<file path="src/rtl/led_cube_anim_scheduler_pkg.sv">
// led_cube_pkg: shared scheduler state type and default animation timing constants.
// No ports; imported by the scheduler top and its frame timer.
package led_cube_pkg;
    typedef enum logic [2:0] {IDLE, KICK, RUN, PAUSED, ADVANCE} sched_state_e;
    localparam int DEF_FRAME_TICKS     = 1500000;
    localparam int DEF_FRAMES_PER_ANIM = 150;
    localparam int DEF_LOOPS           = 5;
    localparam int DEF_NUM_ANIM        = 7;
endpackage

</file>
<file path="src/rtl/led_cube_anim_scheduler_frame_timer.sv">
// led_cube_frame_timer: minimum frame display timer, saturating at FRAME_TICKS-1.
// Ports: clk, rst_n (sync active-low), clr (restart at 0), en (count), expired (timer at FRAME_TICKS-1).
module led_cube_frame_timer
    import led_cube_pkg::*;
#(
    parameter int FRAME_TICKS = DEF_FRAME_TICKS,
    parameter int TICK_W      = 21
)(
    input  logic clk,
    input  logic rst_n,
    input  logic clr,
    input  logic en,
    output logic expired
);
    localparam logic [TICK_W-1:0] LAST_TICK = TICK_W'(FRAME_TICKS - 1);
    logic [TICK_W-1:0] timer;
    assign expired = timer == LAST_TICK;
    always_ff @(posedge clk) begin
        if (!rst_n || clr)
            timer <= '0;
        else if (en && !expired)
            timer <= timer + 1'b1;
    end
endmodule

</file>
<file path="src/rtl/led_cube_anim_scheduler.sv">
// led_cube_anim_scheduler: handshaked animation/frame sequencer for the LED cube frame driver.
// Ports: clk, rst_n (sync active-low); play_start/play_stop/pause/loop_mode/manual_sel from config;
// frame_done from the frame driver; frame_start/frame_stop to the frame driver;
// anim_sel/frame_idx address the animation ROM; loop_cnt, anim_wrap, busy report progress.
module led_cube_anim_scheduler
    import led_cube_pkg::*;
#(
    parameter int NUM_ANIM        = DEF_NUM_ANIM,
    parameter int FRAMES_PER_ANIM = DEF_FRAMES_PER_ANIM,
    parameter int FRAME_TICKS     = DEF_FRAME_TICKS,
    parameter int LOOPS           = DEF_LOOPS,
    parameter int ANIM_W          = 3,
    parameter int FRAME_W         = 8,
    parameter int TICK_W          = 21
)(
    input  logic               clk,
    input  logic               rst_n,
    input  logic               play_start,
    input  logic               play_stop,
    input  logic               pause,
    input  logic               loop_mode,
    input  logic [ANIM_W-1:0]  manual_sel,
    input  logic               frame_done,
    output logic               frame_start,
    output logic               frame_stop,
    output logic [ANIM_W-1:0]  anim_sel,
    output logic [FRAME_W-1:0] frame_idx,
    output logic [2:0]         loop_cnt,
    output logic               anim_wrap,
    output logic               busy
);
    localparam logic [ANIM_W-1:0]  LAST_ANIM  = ANIM_W'(NUM_ANIM - 1);
    localparam logic [FRAME_W-1:0] LAST_FRAME = FRAME_W'(FRAMES_PER_ANIM - 1);
    localparam logic [2:0]         LAST_LOOP  = 3'(LOOPS - 1);
    sched_state_e state, state_nxt;
    logic done_seen, expired, frame_wrap, loop_wrap;
    led_cube_frame_timer #(.FRAME_TICKS(FRAME_TICKS), .TICK_W(TICK_W)) u_timer (
        .clk     (clk),
        .rst_n   (rst_n),
        .clr     (state == KICK),
        .en      (state == RUN),
        .expired (expired)
    );
    assign busy       = state != IDLE;
    assign frame_stop = play_stop && busy;
    assign frame_wrap = frame_idx == LAST_FRAME;
    assign loop_wrap  = loop_mode && loop_cnt == LAST_LOOP;
    always_ff @(posedge clk) begin
        if (!rst_n)
            state <= IDLE;
        else
            state <= state_nxt;
    end
    // play_stop overrides every non-IDLE transition, so pulses from KICK/ADVANCE are suppressed too
    always_comb begin
        state_nxt   = state;
        frame_start = 1'b0;
        anim_wrap   = 1'b0;
        if (frame_stop) begin
            state_nxt = IDLE;
        end else begin
            case (state)
                IDLE:    state_nxt = (play_start && !play_stop) ? KICK : IDLE;
                KICK:    begin
                    frame_start = 1'b1;
                    state_nxt   = RUN;
                end
                RUN:     state_nxt = pause ? PAUSED : (expired && (done_seen || frame_done)) ? ADVANCE : RUN;
                PAUSED:  state_nxt = pause ? PAUSED : RUN;
                ADVANCE: begin
                    anim_wrap = frame_wrap && loop_wrap;
                    state_nxt = KICK;
                end
                default: state_nxt = IDLE;
            endcase
        end
    end
    always_ff @(posedge clk) begin
        if (!rst_n) begin
            anim_sel  <= '0;
            frame_idx <= '0;
            loop_cnt  <= '0;
            done_seen <= 1'b0;
        end else begin
            if (state == IDLE && state_nxt == KICK) begin
                anim_sel  <= loop_mode ? '0 : manual_sel;
                frame_idx <= '0;
                loop_cnt  <= '0;
            end
            if (state == KICK)
                done_seen <= 1'b0;
            else if ((state == RUN || state == PAUSED) && frame_done)
                done_seen <= 1'b1;
            if (state == ADVANCE && state_nxt == KICK) begin
                frame_idx <= frame_wrap ? '0 : frame_idx + 1'b1;
                if (frame_wrap) begin
                    if (!loop_mode) begin
                        anim_sel <= manual_sel;
                        loop_cnt <= '0;
                    end else if (loop_wrap) begin
                        loop_cnt <= '0;
                        anim_sel <= (anim_sel == LAST_ANIM) ? '0 : anim_sel + 1'b1;
                    end else begin
                        loop_cnt <= loop_cnt + 1'b1;
                    end
                end
            end
        end
    end
endmodule

</file>
<file path="config.mk">
export PLATFORM = sky130hd
export DESIGN_NAME = led_cube_anim_scheduler
export DESIGN_NICKNAME = d
export VERILOG_FILES = /design/src/rtl/led_cube_anim_scheduler_pkg.sv /design/src/rtl/led_cube_anim_scheduler_frame_timer.sv /design/src/rtl/led_cube_anim_scheduler.sv
export SDC_FILE = /design/constraint.sdc
export NUM_CORES = 1
export LEC_CHECK = 0
export ABC_AREA = 1
export BUFFER_PORTS_ARGS = -buffer_cell sky130_fd_sc_hd__buf_2
export CAP_MARGIN = 20
export CORE_ASPECT_RATIO = 0.7
export CORE_MARGIN = 1.5
export CORE_UTILIZATION = 53
export CTS_CLUSTER_DIAMETER = 150
export DETAILED_ROUTE_END_ITERATION = 10
export GPL_TIMING_DRIVEN = 0
export PLACE_DENSITY = 0.73
export SETUP_SLACK_MARGIN = 0.3
export SLEW_MARGIN = 20
export SYNTH_ARGS = -nofsm -noshare
export SYNTH_HDL_FRONTEND = slang
export SYNTH_SLANG_ARGS = --single-unit
</file>
<file path="constraint.sdc">
create_clock -name clk -period 1.63 [get_ports clk]
set_input_delay 0.326 -clock clk [delete_from_list [all_inputs] [get_ports clk]]
set_output_delay 0.326 -clock clk [all_outputs]
set_load 0.005 [all_outputs]
</file>
==> summary.md <==
| Metric | Value |
|---|---|
| Status | complete, but fails checks |
| Failing checks | DRC, setup timing |
| First-pass GRT wire length | 12.3 mm |
| Largest stage delay on the critical path | 0.37 ns |
| DRC Markers | 4 |
| Commonest non-fill, non-tap cell in the layout | nand2_1 |
| Post-synth top area share | 31.0% |
| GRT Overall Usage | 31.1% |
| Final period util | 120% |
| CP startpoint kind | flop |
| Skew-Pair Late Insertion Delay | 0.31 ns |
| CTS buffer count | 5 |
| Hold/Removal Path Class | in2reg |
| Worst hold stages | 3 |
| Die Y | 60.7 um |
| Leak | 0.00170 uW |
| Top cell by count, worst path | buf_6 |
| Peak VDD IR | 0.373 mV |
| Fillers | 182 |
| Vias in the first global route | 2577 |
| 1st-iter DRT viols | 603 |
| Layout net count | 479 |
| CTS max path bufs | 2 |
| Critical-path maximum fanout | 4 |
| Hold_buf cts | 0 |
| Dominant cells by area after synthesis | dfxtp_1, nand2_1, inv_1 |
| Core area | 0.00445 mm^2 |
| Worst R2R End | u_timer.timer[5] |
| Mapped Cells | 379 |
| Grt ovf | 0 |
| GP Congestion | 0.929 |
| I/O Pins | 28 |
| R2r worst-path depth | 12 |
| Slowest CP cell | dfxtp_4 |
| DIE AREA | 0.00518 mm^2 |
| Share of cells above drive strength 1 | 52.0% |
| Die W | 85.4 um |
| Final slew viol count | 0 |
| Endpoints failing hold | 0 |
| Post-synthesis sequential area ratio | 31.0% |
| Most frequent cells in the layout | nand2_1, buf_4, inv_1 |
| Setup Viol. Count Final | 33 |
| CP cell instances | buf_4 -> buf_6 -> buf_6 -> buf_6 -> inv_4 -> nor3_4 -> inv_2 -> buf_4 -> nor2_4 -> inv_2 -> o21ai_0 -> nor3b_1 |
| Dpl ws | -0.202 ns |
| Mapped Avg Cell Area | 6.65 um^2 |
| WL/cell | 21.5 um |
| Root buf cell | clkbuf_8 |
| Distinct cells, synth | 33 |
| Initial antenna violation count | 0 |
| H-tree levels | 2 |
| Critical path type | reg2reg |
| Num rows | 20 |
| Leading area contributor after synthesis | dfxtp_1 |
| Worst Tran Pin Value | 0.757 ns |
| Vias | 3436 |
| P per Cell Area | 569 mW/mm^2 |
| Hold Worst Slack | 0.276 ns |
| CP required | 1.82 ns |
| Max Cap Viol | 0 |
| Antenna fix cells | 0 |
| FF-to-FF Start | u_timer.timer[0] |
| Dpl hpwl | 4.77 mm |
| Antenna Nets Post-Route | 0 |
| Dpl cell area | 0.00282 mm^2 |
| Port bufs | 26 |
| CTS Sinks | 39 |
| RSZ-0062 raised after global routing | true |
| Crit path DAT | 2.15 ns |
| Largest net degree at the start of global routing | 13 |
| Reg2Reg Setup Slack | -0.33 ns |
| Hold Startpoint | frame_done |
| Yosys warns | 0 |
| Post-Layout Inst Area | 0.00404 mm^2 |
| Post-synthesis register bit count | 39 |
| WHS Endpoint | done_seen |
| PnR worst setup slack | -0.330 ns |
| Mapped Area | 0.00252 mm^2 |
| Via density | 6.61 |
| Clk slew on worst S/H paths | 0.09 ns |
| Relative slew slack | 49.5% |
| Fin crit period | 1.96 ns |
| CTS tree | done |
| Drt pass-1 iters | 11 |
| Initial Utilization | 56.6% |
| Max Freq | 510 MHz |
| Final WL | 11.2 mm |
| Area Growth Syn to Fin | 60.3% |
| Skew final | 0.0111 ns |
| CP endpoint kind | flop |
| Synthesized net count | 394 |
## cell usage after synthesis
| cell | instances |
|---|---|
| o31ai_1 | 1 |
| buf_12 | 1 |
| nor4_1 | 4 |
| and2_1 | 4 |
| a21oi_1 | 21 |
| or2_2 | 1 |
| nand3_1 | 23 |
| nand4_1 | 12 |
| inv_2 | 5 |
| dfxtp_1 | 39 |
| nand2_2 | 12 |
| xnor2_1 | 5 |
| nand2_1 | 97 |
| nand3_2 | 1 |
| clkbuf_1 | 5 |
| a211oi_1 | 1 |
| xor2_1 | 11 |
| nor2_1 | 33 |
| buf_6 | 1 |
| ha_1 | 5 |
| inv_1 | 40 |
| buf_2 | 2 |
| nor3_1 | 16 |
| nor2_2 | 5 |
| buf_4 | 1 |
| a31oi_1 | 1 |
| a21oi_2 | 6 |
| nand3b_1 | 4 |
| nor2_4 | 1 |
| o21ai_0 | 11 |
| nand4_2 | 1 |
| nand4_4 | 1 |
| nor3b_1 | 8 |
## layout make-up
class	count	area [um^2]	share of cell area, %
Tap cell	55	68.8	1.70
Clock inverter	2	35.0	0.867
Sequential cell	39	837	20.7
Clock buffer	6	82.6	2.04
Timing Repair Buffer	78	634	15.7
Multi-Input combinational cell	285	2070	51.3
Inverter	45	193	4.77
Buffer	10	115	2.85
## stage by stage
stage	util, %	total power (uW)	instances	TNS [ns]
3_5_place_dp	63.2	1240	460	-2.26
4_1_cts	77.6	2150	500	-0.350
2_1_floorplan	-	1170	379	0
6_report	90.7	2300	520	-3.72
3_3_place_gp	63.2	1230	460	-2.10
5_1_grt	90.7	2340	520	-5.70
## worst max path at each step
stage / start / end / slack, ns
finish: u_timer.timer[0] / u_timer.timer[5] / -0.33
global route: u_timer.timer[0] / u_timer.timer[5] / -0.40
CTS: frame_idx[1] / anim_wrap / -0.20
detailed placement: play_stop / frame_idx[2] / -0.20
global placement: play_stop / frame_idx[5] / -0.19
floorplan: u_timer.timer[0] / frame_idx[4] / 0.12
## critical path, delay by kind of cell, from the launching register on
family / cells / cell delay, ns
AO/OA/AOI/OAI: 1 / 0.20
flip-flops: 1 / 0.37
AND/OR/NAND/NOR: 3 / 0.56
buffers and inverters: 8 / 0.71
## flip-flops by register name, summed over array words and instances, names as in the netlist
| name | cells |
|---|---|
| loop_cnt | 3 |
| anim_sel | 3 |
| frame_idx | 8 |
| u_timer.timer | 21 |
| done_seen | 1 |
| state | 3 |
## routing by layer
metal	share of wire [%]	GRT usage, %	vias to the layer above
met5	0	0	-
met1	37	43.0	1540
met2	42	49.9	357
li1	-	-	1410
met4	7.4	6.91	0
met3	14	7.76	129
## where the power goes
part	total (uW)	switching, uW	internal (uW)
clock	905	408	497
combinational	428	266	162
sequential	967	16.6	950
total	2300	691	1610
## cells by family after synthesis
logic type | Yosys count | share of synthesized area [%]
compound gates | 41 | 9.29
xor+xnor | 16 | 5.56
fa+ha+maj | 5 | 2.48
flops | 39 | 31.0
buf+inv | 55 | 9.38
simple gates | 223 | 42.3
## repair_timing
| action | CTS | global route |
|---|---|---|
| cloned | 3 | 1 |
| resized for setup | 77 | 120 |
| setup endpoints to repair | 41 | 41 |
| buffers inserted | 29 | 19 |
| pin swaps | 10 | 34 |
Note: power is estimated with default switching activity, not from simulation.
